===== config.mk =====
export PLATFORM = sky130hd
export DESIGN_NAME = uart_rx_packet_ctrl
export DESIGN_NICKNAME = d
export VERILOG_FILES = /design/src/rtl/uart_pkg.sv /design/src/rtl/uart_rx_timeout.sv /design/src/rtl/uart_rx_packet_ctrl.sv
export SDC_FILE = /design/constraint.sdc
export NUM_CORES = 1
export LEC_CHECK = 0
export ABC_AREA = 1
export BUFFER_PORTS_ARGS = -buffer_cell sky130_fd_sc_hd__buf_2
export CORE_ASPECT_RATIO = 0.6
export CORE_UTILIZATION = 45
export DETAILED_ROUTE_END_ITERATION = 8
export SLEW_MARGIN = 20
export SYNTH_ARGS = -nofsm -noshare
export SYNTH_HDL_FRONTEND = slang
export SYNTH_SLANG_ARGS = --single-unit

===== constraint.sdc =====
create_clock -name clk -period 2.19 [get_ports clk]
set_input_delay 0.219 -clock clk [delete_from_list [all_inputs] [get_ports clk]]
set_output_delay 0.219 -clock clk [all_outputs]
set_load 0.1 [all_outputs]

===== src/rtl/uart_pkg.sv =====
// Shared definitions for the UART packet receiver: FSM encoding, error causes,
// default start marker.
package uart_pkg;

  typedef enum logic [2:0] {
    ST_SYNC,
    ST_LEN,
    ST_PAYLOAD,
    ST_CHECK,
    ST_DELIVER
  } state_e;

  localparam logic [1:0] ERR_OVERRUN  = 2'd0;
  localparam logic [1:0] ERR_BAD_LEN  = 2'd1;
  localparam logic [1:0] ERR_CHECKSUM = 2'd2;
  localparam logic [1:0] ERR_TIMEOUT  = 2'd3;

  localparam logic [7:0] SYNC_BYTE_DEF = 8'hA5;

endpackage


===== src/rtl/uart_rx_timeout.sv =====
// Inter-byte watchdog: counts enabled cycles since the last clear and flags
// expiry once the count reaches TIMEOUT_CYC-1.
module uart_rx_timeout #(
  parameter int unsigned TIMEOUT_CYC = 100_000
) (
  input  logic clk,
  input  logic rst_n,
  input  logic clr_i,
  input  logic en_i,
  output logic expire_o
);

  localparam int W = $clog2(TIMEOUT_CYC + 1);

  logic [W-1:0] cnt_q;

  always_ff @(posedge clk or negedge rst_n) begin
    if (!rst_n)     cnt_q <= '0;
    else if (clr_i) cnt_q <= '0;
    else if (en_i)  cnt_q <= cnt_q + W'(1);
  end

  assign expire_o = en_i && (cnt_q == W'(TIMEOUT_CYC - 1));

endmodule


===== src/rtl/uart_rx_packet_ctrl.sv =====
// Framed packet receiver: SYNC, LEN, payload, checksum (length + payload, mod 256),
// then hands the buffered payload to a valid/ready consumer.
module uart_rx_packet_ctrl
  import uart_pkg::*;
#(
  parameter logic [7:0]  SYNC_BYTE   = SYNC_BYTE_DEF,
  parameter int unsigned MAX_LEN     = 16,
  parameter int unsigned TIMEOUT_CYC = 100_000
) (
  input  logic       clk,
  input  logic       rst_n,
  input  logic [7:0] rx_data,
  input  logic       rx_done,
  output logic [7:0] pkt_data,
  output logic       pkt_valid,
  input  logic       pkt_ready,
  output logic       pkt_last,
  output logic [4:0] pkt_len,
  output logic       err,
  output logic [1:0] err_code,
  output logic       busy
);

  state_e     state_q, state_d;
  logic [3:0] idx_q, idx_d;
  logic [7:0] sum_q, sum_d;
  logic [4:0] len_q, len_d;
  logic       err_q, err_d;
  logic [1:0] code_q, code_d;
  logic       wr_en;
  logic [7:0] mem_q [MAX_LEN];
  logic       to_clr, to_en, to_exp;
  logic       last_idx, xfer;

  assign last_idx = (idx_q == 4'(len_q - 5'd1));
  assign xfer     = pkt_valid && pkt_ready;
  assign to_clr   = rx_done || (state_d != state_q);
  assign to_en    = (state_q == ST_LEN) || (state_q == ST_PAYLOAD) || (state_q == ST_CHECK);

  uart_rx_timeout #(.TIMEOUT_CYC(TIMEOUT_CYC)) u_timeout (
    .clk      (clk),
    .rst_n    (rst_n),
    .clr_i    (to_clr),
    .en_i     (to_en),
    .expire_o (to_exp)
  );

  always_comb begin
    state_d = state_q;
    idx_d   = idx_q;
    sum_d   = sum_q;
    len_d   = len_q;
    err_d   = 1'b0;
    code_d  = ERR_OVERRUN;
    wr_en   = 1'b0;
    case (state_q)
      ST_SYNC: begin
        if (rx_done && rx_data == SYNC_BYTE) state_d = ST_LEN;
      end
      ST_LEN: begin
        if (rx_done) begin
          if (rx_data != 8'd0 && rx_data <= 8'(MAX_LEN)) begin
            len_d   = rx_data[4:0];
            sum_d   = rx_data;
            idx_d   = 4'd0;
            state_d = ST_PAYLOAD;
          end else begin
            err_d   = 1'b1;
            code_d  = ERR_BAD_LEN;
            state_d = ST_SYNC;
          end
        end else if (to_exp) begin
          err_d   = 1'b1;
          code_d  = ERR_TIMEOUT;
          state_d = ST_SYNC;
        end
      end
      ST_PAYLOAD: begin
        if (rx_done) begin
          wr_en = 1'b1;
          sum_d = sum_q + rx_data;
          if (last_idx) begin
            idx_d   = 4'd0;
            state_d = ST_CHECK;
          end else begin
            idx_d = idx_q + 4'd1;
          end
        end else if (to_exp) begin
          err_d   = 1'b1;
          code_d  = ERR_TIMEOUT;
          state_d = ST_SYNC;
        end
      end
      ST_CHECK: begin
        if (rx_done) begin
          if (rx_data == sum_q) begin
            state_d = ST_DELIVER;
          end else begin
            err_d   = 1'b1;
            code_d  = ERR_CHECKSUM;
            state_d = ST_SYNC;
          end
        end else if (to_exp) begin
          err_d   = 1'b1;
          code_d  = ERR_TIMEOUT;
          state_d = ST_SYNC;
        end
      end
      ST_DELIVER: begin
        // A byte arriving mid-delivery is dropped; the read side is untouched.
        if (rx_done) begin
          err_d  = 1'b1;
          code_d = ERR_OVERRUN;
        end
        if (xfer) begin
          if (last_idx) begin
            idx_d   = 4'd0;
            state_d = ST_SYNC;
          end else begin
            idx_d = idx_q + 4'd1;
          end
        end
      end
      default: state_d = ST_SYNC;
    endcase
  end

  always_ff @(posedge clk or negedge rst_n) begin
    if (!rst_n) begin
      state_q <= ST_SYNC;
      idx_q   <= 4'd0;
      sum_q   <= 8'd0;
      len_q   <= 5'd0;
      err_q   <= 1'b0;
      code_q  <= ERR_OVERRUN;
    end else begin
      state_q <= state_d;
      idx_q   <= idx_d;
      sum_q   <= sum_d;
      len_q   <= len_d;
      err_q   <= err_d;
      code_q  <= code_d;
    end
  end

  // Payload storage carries no reset; stale bytes are never presented.
  always_ff @(posedge clk) begin
    if (wr_en) mem_q[idx_q] <= rx_data;
  end

  assign pkt_valid = (state_q == ST_DELIVER);
  assign pkt_last  = pkt_valid && last_idx;
  assign pkt_data  = pkt_valid ? mem_q[idx_q] : 8'd0;
  assign pkt_len   = len_q;
  assign err       = err_q;
  assign err_code  = code_q;
  assign busy      = (state_q != ST_SYNC);

endmodule


==> key figures <==
Clock network
  – Clock Latency Late Sink: 430 ps
  – Cts bufs inserted: 17
  – Clock buffer depth: 2
  – TritonCTS Sinks: roughly 170
  – Root Buffer: clkbuf_16
  – Clock tree from TritonCTS: done
  – Htree depth: 4
  – Clk pin slew, worst setup/hold paths: 70 ps

STA
  – Slew headroom: 66.5%
  – Slew Limit Fails: 0
  – Final worst-path cycle share: 107%
  – Least-Margin Pin Slew: slightly above 500 ps
  – Final hold vios: 0
  – Tmin final: 2350 ps
  – RSZ-0062 raised after global routing: yes
  – Max Fclk: ~0.43 GHz
  – Worst Clk Skew: 13.5 ps
  – Endpoints failing setup: 9
  – Setup TNS: -1120 ps
  – Worst setup margin: -160 ps

Worst setup path
  – Crit path arrival time: around 2100 ps
  – Reg2reg path depth: 14
  – Critical path origin: idx_q[0]$_DFFE_PN0P_
  – R2r setup slk: 70 ps
  – CP max stage delay: 420 ps
  – R2R Path Start: pkt_len[0]$_DFFE_PN0P_
  – CP Max Fanout: 7
  – Worst-path cell chain: buf_12, buf_12, o21ai_0, o22ai_2, nand3_2, a41oi_4, buf_12
  – Endpoint class of the critical path: output port
  – Crit start category: flop
  – CP max-delay cell: dfrtp_2
  – Critical Path RT: about 2000 ps
  – Reg2reg end: u_timeout.cnt_q[3]$_DFFE_PN0P_
  – WS Path Type: reg -> out
  – Crit path to: pkt_data[2]
  – Cell mode on critical path: buf_12

Synthesis
  – Yosys top cell area share: 49.7%
  – Syn Nets: 773
  – Syn Inst Count: between 700 and 800
  – Area leader, netlist: edfxtp_1
  – Number of synthesized register bits: 168
  – Dominant cells by area after synthesis: edfxtp_1 (50%), dfrtp_1 (13%), nor2_1 (6.2%)
  – Register area share after synthesis: roughly 63%
  – YS warnings: 0
  – Distinct cells, synth: 39
  – Post-Syn Area: roughly 7700 um^2
  – Synth Area per Inst: 10.3 um^2

Layout
  – Commonest non-fill, non-tap cell in the layout: edfxtp_1
  – Post-layout instance count excluding filler cells: 1,095
  – Share of cells above drive strength 1: 30.2%
  – Synthesis-to-finish area growth: 34.0%
  – Antenna fix cells: 0
  – Commonest non-fill, non-tap cells in the layout: edfxtp_1 (128), nor2_1 (112), nand2_1 (103)
  – Layout Utilization: 62.8%
  – Nets: 880
  – Final instance area: 10,400 um^2

Pwr
  – Static Leakage: around 3.9 nW
  – VDD IR max: 513 uV
  – Pwr Density: 1140 nW/um^2

GRT
  – Antenna violations before repair: 0
  – Vias in the first global route: ~5,900
  – GR met3 Demand/Resource: 5.50%
  – Met1 Use GR: 41.9%
  – Grt peak-use layer: met1
  – Grt ovf: 0
  – Total GRT Usage: roughly a quarter
  – Met2 Use GR: 37.4%
  – Largest net degree at the start of global routing: 41
  – First-pass GRT wire length: ~34,000 um

Floorplan
  – Initial core utilization: 46.9%
  – Die area: 17,700 um^2
  – Row count: 36
  – Die span in y: about 100 um
  – Core area: 16,500 um^2
  – Die X: 171 um
  – I/O pin count: 31

Outcome
  – Failing checks: negative setup slack
  – Outcome: complete, but fails checks

Placement
  – Placed cell area: 8730 um^2
  – Number of instances in the placed design: 1,025
  – Port-buffer cells: 30
  – Pre-CTS setup slack: 83.0 ps
  – Gpl congestion: 0.876
  – DP HPWL: 13,700 um

Drt
  – Detailed Route Iter0 Violations: 559
  – DR vias/cell: 5.52
  – Final WL: 22,500 um
  – Wire length per cell: 20.5 um
  – Vias: 6,048
  – Drt pass-1 iters: 5
  – Remaining antenna violation count: 0
  – Post-route DRC: 0

Hold path
  – Min-Delay Path Class: in -> reg

Job
  – Number of max-cap violations: 0
-- report_power, final --
part,switching [W],total [W],internal (W),leakage (nW)
clock network,0.00144,0.00296,0.00153,0.284
registers,0.000154,0.00373,0.00358,1.67
logic,0.00306,0.00514,0.00208,1.90
total,0.00465,0.0118,0.00719,3.86
-- repair_timing --
item / CTS / global route
endpoints found under the setup margin: 9 / 31
pin swaps: 30 / 43
cloned: 7 / 2
hold buffers: 1 / 0
hold endpoints to repair: 29 / 0
setup buffers: 22 / 11
resized for setup: 71 / 77
-- state kept, by name, indices dropped and copies added (netlist names) --
signal	count
mem_q	128
u_timeout.cnt_q	17
sum_q	8
pkt_len	5
idx_q	4
state_q	3
err_code	2
err	1
-- cell type report --
class,count,area [um^2]
fill,1283,6130
sequential,168,4860
multi-input combinational,497,3150
timing repair buffer,115,1270
clock buffer,17,425
tap,228,285
inverter,55,221
clock inverter,15,154
-- critical path, delay by kind of cell (launching register included) --
family	cells	cell delay (ps)
compound gates	3	610
flops	1	420
simple gates	1	160
buf+inv	3	500
-- Yosys cell counts (all sizes together) --
cell type	number
clkbuf	23
nand4	16
nand2	115
a21oi	13
a22oi	1
xor2	12
mux2i	1
a211oi	1
o31ai	1
o311ai	1
nand3b	2
dfrtp	40
a31oi	2
edfxtp	128
ha	13
a41oi	8
nand3	34
nor3	6
o211ai	2
xnor2	8
nor3b	2
o22ai	33
buf	6
or2	3
clkinv	1
inv	54
fa	1
nor2	142
o21ai	77
a22o	1
-- worst min path at each step --
stage | slack (ps) | from | cells past startpoint | end
final | 100 | rx_data[1] | 1 | mem_q[10][1]$_DFFE_PP_
after global routing | 90 | rx_data[1] | 1 | mem_q[10][1]$_DFFE_PP_
after CTS | 100 | rx_data[1] | 1 | mem_q[10][1]$_DFFE_PP_
after detailed placement | 430 | rst_n | 1 | u_timeout.cnt_q[16]$_DFFE_PN0P_
after global placement | 410 | rst_n | 1 | u_timeout.cnt_q[16]$_DFFE_PN0P_
after floorplan | -80 | rst_n | 0 | err$_DFF_PN0_
-- cell families (layout without fill, tap and decap cells) --
kind of cell	after synthesis	count (layout)	synth area share [%]
mux	1	1	0.130
buf+inv	84	202	4.27
compound gates	140	140	10.3
simple gates	320	322	18.0
flops	168	168	62.7
fa+ha+maj	14	14	2.36
xor+xnor	20	20	2.27
-- metrics by stage --
step	hold slack, ps	total power, W
floorplan	-76.6	0.00620
global placement	412	0.00724
detailed placement	427	0.00729
CTS	100	0.0115
global route	89.6	0.0123
finish	97.6	0.0118
-- layer usage --
| metal | share of wire (%) | routed length, um |
|---|---|---|
| met4 | 1.2 | 281 |
| met2 | 43 | 9730 |
| met5 | 0 | 0 |
| met3 | 8.8 | 1980 |
| met1 | 47 | 10500 |
Note: power is estimated with default switching activity, not from simulation.
